<file path="src/rtl/bit_serial_pkg.sv">
// Shared types and constants for the bit-serial adder.
package bit_serial_pkg;

    // Controller states of the bit-serial adder
    typedef enum logic [1:0] {
        IDLE = 2'd0,
        RUN  = 2'd1,
        DONE = 2'd2
    } state_t;

    localparam int unsigned DEFAULT_WIDTH = 8;

endpackage

</file>
<file path="src/rtl/bit_serial_adder_fa_slice.sv">
// One-bit full-adder cell: parity sum and majority carry.
module fa_slice (
    input  logic a,
    input  logic b,
    input  logic cin,
    output logic s,
    output logic co
);

    // Pure combinational sum/carry
    always_comb begin
        s  = a ^ b ^ cin;
        co = (a & b) | (a & cin) | (b & cin);
    end

endmodule

</file>
<file path="src/rtl/bit_serial_adder.sv">
// Bit-serial adder: adds two WIDTH-bit operands one bit per clock, LSB first,
// using a single fa_slice, a carry flop and operand shift registers.
// Optional macro BIT_SERIAL_ADDER_OVF_EN adds a signed-overflow output (ovf).
module bit_serial_adder
    import bit_serial_pkg::*;
#(
    parameter int unsigned WIDTH = DEFAULT_WIDTH
) (
    input  logic             clk,
    input  logic             rst,
    input  logic             start,
    input  logic [WIDTH-1:0] a,
    input  logic [WIDTH-1:0] b,
    input  logic             cin,
    output logic             busy,
    output logic             done,
    output logic [WIDTH-1:0] sum,
    output logic             cout
`ifdef BIT_SERIAL_ADDER_OVF_EN
    ,
    output logic             ovf
`endif
);

    localparam int unsigned CNT_W = $clog2(WIDTH);

    state_t             state;
    state_t             state_next;
    logic [WIDTH-1:0]   a_sh;
    logic [WIDTH-1:0]   b_sh;
    logic [WIDTH-2:0]   sum_sh;
    logic               carry;
    logic [CNT_W-1:0]   cnt;
    logic               s_bit;
    logic               c_next;
    logic               last_bit;

    assign last_bit = (cnt == CNT_W'(WIDTH - 1));

    fa_slice u_fa (
        .a   (a_sh[0]),
        .b   (b_sh[0]),
        .cin (carry),
        .s   (s_bit),
        .co  (c_next)
    );

    // State register
    always_ff @(posedge clk) begin
        if (rst) begin
            state <= IDLE;
        end else begin
            state <= state_next;
        end
    end

    // Next-state and handshake outputs
    always_comb begin
        state_next = state;
        busy       = 1'b0;
        done       = 1'b0;
        case (state)
            IDLE: begin
                if (start) begin
                    state_next = RUN;
                end
            end
            RUN: begin
                busy = 1'b1;
                if (last_bit) begin
                    state_next = DONE;
                end
            end
            DONE: begin
                done       = 1'b1;
                state_next = IDLE;
            end
            default: state_next = IDLE;
        endcase
    end

    // Datapath: operand capture, serial add, result commit.
    // The result is committed on the last RUN edge (including the final
    // sum bit straight from the slice) so sum/cout are valid while done is high.
    always_ff @(posedge clk) begin
        if (rst) begin
            a_sh   <= '0;
            b_sh   <= '0;
            sum_sh <= '0;
            carry  <= 1'b0;
            cnt    <= '0;
            sum    <= '0;
            cout   <= 1'b0;
`ifdef BIT_SERIAL_ADDER_OVF_EN
            ovf    <= 1'b0;
`endif
        end else begin
            case (state)
                IDLE: begin
                    if (start) begin
                        a_sh  <= a;
                        b_sh  <= b;
                        carry <= cin;
                        cnt   <= '0;
                    end
                end
                RUN: begin
                    a_sh   <= a_sh >> 1;
                    b_sh   <= b_sh >> 1;
                    sum_sh <= (WIDTH-1)'({s_bit, sum_sh} >> 1);
                    carry  <= c_next;
                    if (last_bit) begin
                        cnt  <= '0;
                        sum  <= {s_bit, sum_sh};
                        cout <= c_next;
`ifdef BIT_SERIAL_ADDER_OVF_EN
                        // carry still holds the carry into the MSB here
                        ovf  <= carry ^ c_next;
`endif
                    end else begin
                        cnt <= cnt + 1'b1;
                    end
                end
                default: ;
            endcase
        end
    end

endmodule

</file>
<file path="config.mk">
export PLATFORM = sky130hd
export DESIGN_NAME = bit_serial_adder
export DESIGN_NICKNAME = d
export VERILOG_FILES = /design/src/rtl/bit_serial_pkg.sv /design/src/rtl/bit_serial_adder_fa_slice.sv /design/src/rtl/bit_serial_adder.sv
export SDC_FILE = /design/constraint.sdc
export NUM_CORES = 1
export LEC_CHECK = 0
export CAP_MARGIN = 20
export CELL_PAD_IN_SITES_DETAIL_PLACEMENT = 0
export CELL_PAD_IN_SITES_GLOBAL_PLACEMENT = 1
export CORE_MARGIN = 2
export CORE_UTILIZATION = 30
export CTS_CLUSTER_SIZE = 14
export DETAILED_ROUTE_END_ITERATION = 8
export PLACE_DENSITY_LB_ADDON = 0.1
export SETUP_SLACK_MARGIN = 0.2
export SYNTH_ARGS = -nofsm -noshare
export SYNTH_HDL_FRONTEND = slang
export SYNTH_SLANG_ARGS = --single-unit
</file>
<file path="constraint.sdc">
create_clock -name clk -period 1.61 [get_ports clk]
set_input_delay 0.2415 -clock clk [delete_from_list [all_inputs] [get_ports clk]]
set_output_delay 0.2415 -clock clk [all_outputs]
set_load 0.05 [all_outputs]
</file>
==> results.md <==
* Mean post-synth cell area at 9.178 um^2
* Worst slack, placed at 0.1028 ns
* Worst path required time at 1.37 ns
* Post-synth EDFFs at 0
* Reg2reg setup slack at 0.31 ns
* Max-Cap Viols at 0
* Area growth from synthesis to layout at 30.07%
* Post-route minimum period at 1.367 ns
* Die area at 5793 um^2
* Unrepaired setup endpoints after global routing: true
* Arrival @ worst endpoint at 1.13 ns
* Critical path fanouts, max at 11
* N_diodes at 0
* Fill count at 561
* Yosys warns at 0
* H-tree depth at 2
* Synth top area cells: dfxtp_1, mux2i_1, nand2_1
* Final setup TNS at 0 ns
* Final Cycle Share at 84.90%
* Initial Util at 30.74%
* Worst slew pin tran at 0.2557 ns
* Crit path max-delay cell type: dfxtp_4
* Most common cell in the netlist: dfxtp_1
* Dominant register cell in the synthesized netlist: dfxtp_1
* Crit-path cells: nand2b_1 -> inv_4 -> buf_12
* Max Transition Viols Final at 0
* Flops & latches, synth at 38
* Syn nets at 193
* Clk_skew at 0.003180 ns
* Slowest cell delay on critical path at 0.44 ns
* Skew-Pair Late Insertion Delay at 0.28 ns
* Setup-failing EPs final at 0
* Part of the Yosys area used for sequential elements at 48.76%
* Final ANT Viol Nets at 0
* Min setup slack post-route at 0.2431 ns
* Drt first pass iters at 4
* Sink Count at 38
* Vias per std cell at 4.515
* RR Endpoint: sum[7]
* Initial antenna violation count at 0
* Worst reg2reg path depth at 5
* Critical Path Start: state[0]
* CORE AREA at 5075 um^2
* Crit end category: primary output
* Yosys top cell by area: dfxtp_1
* Power Density at 931.4 nW/um^2
* Slew HR at 82.92%
* Setup crit end: busy
* I/O pin count at 31
* Final Net Count at 224
* Starting DRC count in detailed routing at 43
* Root buffer cell: clkbuf_8
* Peak VDD IR at 0.3970 mV
* Worst Hold Class: register to register
* CP startpoint kind: register
* Routed via count at 1219
* Max Clk Rate at 731.6 MHz
* Post-DR wirelength/cell at 11.78 um
* Static Leakage at 0.8021 nW
* Hpwl dp at 2129 um
* Critical path class: register to primary output
* PortBufs at 30
* Share of layout cells above drive strength 1 at 16.00%
* Netlist cell types at 25
* GRT Resource Usage Total at 11.14%
* Clk pin slew, worst setup/hold paths at 0.07 ns
* Largest net degree at the start of global routing at 39
* Row cnt at 26
* CTS tree: built
* First-pass GRT wire length at 5181 um
* DIE HEIGHT at 76.12 um
* Drt drc at 0
* Synth cell count leaders: dfxtp_1, nand2_1, nor2_1
* Vias in the first global route at 1150
* Fraction of registers with async set/reset at 0%
* CTS buffer count at 5
* Outcome: complete, no violations
* Gate Count Post-Synth at 170
* Hold WS at 0.4554 ns
* Grt ovf at 0
* Mapped cell area at 1560 um^2
* CTS Buffer Depth at 2
* Total wire length at 3180 um
* Hold Vio Cnt, Final at 0
* Worst r2r src: cnt[0]
* Die Wd at 76.12 um
* Post-synth top area share at 48.76%
* Final GP Congestion at 0.6781
-- metrics by stage --
| step | instances | total power, W | utilization [%] | cell area (um^2) |
|---|---|---|---|---|
| finish | 270 | 0.001890 | 39.99 | 2029 |
| detailed placement | 261 | 0.001268 | 37.50 | 1903 |
| floorplan | 170 | 0.001181 | - | 1563 |
| global placement | 261 | 0.001261 | 37.50 | 1903 |
| CTS | 267 | 0.001916 | 39.23 | 1991 |
| global route | 270 | 0.001993 | 39.99 | 2029 |
-- cell type report --
type / count / area, um^2 / area share, %
Clock buffer: 6 / 82.58 / 4.069
Inverter: 2 / 10.01 / 0.4932
Multi-Input combinational cell: 118 / 728.2 / 35.88
Sequential cell: 38 / 765.7 / 37.73
Tap cell: 70 / 87.58 / 4.316
Timing Repair Buffer: 36 / 355.3 / 17.51
-- metal layers --
layer  track usage, %  vias up  wire [um]
met5                0        -          0
met4            4.909        0         57
met3            4.147        6        158
met2            17.14       27       1467
met1            13.98      537       1497
li1                 -      649          -
-- flip-flops by register name (all words and copies together), names as in the netlist --
signal  cells
b_sh        8
sum         8
a_sh        8
sum_sh      7
carry       1
state       2
cout        1
cnt         3
-- cells by family after synthesis --
kind of cell    count (synthesis)  synth area share [%]
buf+inv                        15                 6.093
compound gates                 38                 16.12
flops                          38                 48.76
fa+ha+maj                       3                 2.887
mux                            16                 10.26
simple gates                   60                 15.88
-- placed cells by master (no fill, tap or decap), types with 3 or more instances in the layout --
master and n:
mux2i_1 16, a21oi_1 16, a22oi_1 5, nor2_1 22
dfxtp_1 36, clkdlybuf4s50_1 19, buf_12 3, nand2_1 32
clkbuf_8 6, a211oi_1 15, buf_4 14
-- worst max-delay path, delay by kind of cell, from the launching register on --
kind                   cells  cell delay, ns
buffers and inverters      2            0.26
DFF                        1            0.44
and+or+nand+nor            1            0.13
-- power by group --
part | total, W | switching [W] | internal (W)
clock | 0.000640 | 0.000310 | 0.000330
sequential | 0.00101 | 0.0000307 | 0.000984
combinational | 0.000236 | 0.000108 | 0.000127
-- worst min path at each step --
stage / cells after the start / end / start / slack [ns]
final: 2 / sum[4] / sum[4] / 0.46
after global routing: 2 / sum[2] / sum[2] / 0.48
after CTS: 2 / sum[1] / sum[1] / 0.46
after detailed placement: 2 / sum[4] / sum[4] / 0.45
after global placement: 2 / sum[3] / sum[3] / 0.44
after floorplan: 2 / a_sh[7] / a[7] / 0.39
-- timing repair --
action,in CTS,in global routing
setup buffers,0,2
pin swaps,0,1
gates cloned,0,1
hold endpoints to repair,0,0
endpoints found under the setup margin,10,10
hold buffers,0,0
resized for setup,3,4
Note: power is estimated with default switching activity, not from simulation.
==> edit: new RTL, same flow settings <==
The package constant `DEFAULT_WIDTH` goes from 8 to 16.
--- a/src/rtl/bit_serial_pkg.sv
+++ b/src/rtl/bit_serial_pkg.sv
@@ -8,7 +8,7 @@
         DONE = 2'd2
     } state_t;
 
-    localparam int unsigned DEFAULT_WIDTH = 8;
+    localparam int unsigned DEFAULT_WIDTH = 16;
 
 endpackage
 
Interface: changed (resized a, b and sum); port bits go from 31 to 55. No check against the original RTL was run, so the function may have changed too.
==> edit against the unedited design <==
  * Final area grew 97%
  * Sequential cell count up 33
  * Hold slack gained 0.0081 ns
  * Via count up 87%
  * Wire length increased by 120%
  * Die area up 82%
  * Synthesized area is 88% higher
  * Power increased by 87%
  * Worst setup slack got worse by 0.033 ns
  * Combinational power increased by 100%
==> edit: results (changes against the unedited design) <==
- Worst-skew pair later-pin latency: 0.34 ns (+0.06 ns)
- GRT Overall Usage: 0.1345 (+0.02312)
- Number of distinct library cells after synthesis: 33 (+32%)
- Final setup fails: 0 (unchanged)
- GPL Wtd Cong: 0.7222 (+6.5%)
- Ant diodes: 0 (unchanged)
- Max H-tree Level: 3 (+1)
- 1st-pass router iterations: 4 (unchanged)
- DP Area: 3576 um^2 (+88%)
- Most instantiated cells after synthesis: 71 x dfxtp_1, 33 x a21oi_1, 31 x mux2i_1, 31 x nand2_1, 21 x o2bb2ai_1
- Status: finished, final reports clean
- Iteration-0 DRC Markers: 91 (+110%)
- FF-to-FF setup slack: 0.21 ns (-0.10 ns)
- Dpl cells: 465 (+78%)
- Clock buffer depth: 2 (unchanged)
- CTS Buf Count: 9 (+4)
- Syn_nets: 323 (+67%)
- Max Clock Skew: 0.007110 ns (+0.003930 ns)
- Leak: 1.564 nW (+95%)
- Reg2reg path depth: 7 (+2)
- Max-slew headroom: 0.7505 (-0.07872)
- Async set-reset flop share out of synthesis: 0 (unchanged)
- Top Registers: a_sh x16, b_sh x16, sum x16
- Max VDD drop: 0.4393 mV (+11%)
- Pin count of the biggest net entering global routing: 51 (+31%)
- Seq/Total Area, Yosys: 0.4855 (-0.002100)
- Syn Area/Cell: 10.27 um^2 (+12%)
- Non-Filler Instances: 488 (+81%)
- Root buffer cell: clkbuf_8
- Initial antenna violation count: 0 (unchanged)
- Yosys warnings: 0 (unchanged)
- Share of cells above drive strength 1: 0.2563 (+0.09634)
- First-pass GRT wire length: 11050 um (+110%)
- DR vias: 2279 (+87%)
- Hold Worst Slack: 0.4635 ns (+0.008117 ns)
- CP endpoint: done
- Dpl ws: 0.06962 ns (-0.03318 ns)
- Worst hold path class: reg2reg
- I/O Buffers: 54 (+80%)
- Final net count: 391 (+75%)
- DP HPWL: 4248 um (+100%)
- Worst-path clk slew: 0.07 ns (about the same)
- Vias in the first global route: 2235 (+94%)
- Crit share post-route: 0.8697 (+0.02066)
- Setup crit start: state[0]
- Synth area leaders: dfxtp_1 49%, mux2i_1 11%, o2bb2ai_1 6.3%
- FF-to-FF End: b_sh[9]
- WL/cell: 14.10 um (+20%)
- Crit Path Max Fanout: 2 (-9)
## edit: report_power, final
group | leakage [nW] | internal, mW | total (mW) | switching (mW)
clock | 0.0809 | 0.571 | 1.19 | 0.615
combinational | 0.904 | 0.253 | 0.474 | 0.220
sequential | 0.580 | 1.82 | 1.87 | 0.0470
## edit: logic make-up after synthesis
| family | share of synthesized area |
|---|---|
| buffers and inverters | 0.07179 |
| muxes | 0.1060 |
| DFF | 0.4855 |
| adders and majority gates | 0.01111 |
| and+or+nand+nor | 0.1068 |
| AOI/OAI and AO/OA | 0.2188 |
## edit: cell type report
cell class	count	area [um^2]
inverters	1	6.256
fillers	1011	5634
repair buffers	83	858.3
multi-input cells	187	1395
clock buffers	11	141.4
well taps	133	166.4
flip-flops and latches	71	1428
clock inverters	2	10.01
## edit: what timing repair did
item / 4_1_cts / 5_1_grt
resized for setup: 5 / 28
cloned: 0 / 4
endpoints found under the setup margin: 33 / 48
setup buffers: 2 / 4
pin swaps: 0 / 2
## edit: how the worst min path moves through the flow
stage               from   endpoint  depth (start not counted)
2_1_floorplan      a[15]   a_sh[15]                          2
3_3_place_gp     b_sh[9]    b_sh[9]                          1
3_5_place_dp     b_sh[1]    b_sh[1]                          1
4_1_cts        sum_sh[9]  sum_sh[8]                          2
5_1_grt         b_sh[12]   b_sh[12]                          1
6_report        a_sh[13]   a_sh[13]                          1
## edit: layer usage
metal	share of wire	routed length, um	track usage
met2	0.46	3136	0.2086
met3	0.047	325	0.05017
met1	0.49	3356	0.1771
met4	0.0092	63	0.03644
met5	0	0	0
## edit: worst max-delay path: stages, from the launching register on
cell and delay [ns]:
dfxtp_4 0.36, buf_6 0.09, and2b_2 0.22, buf_12 0.15
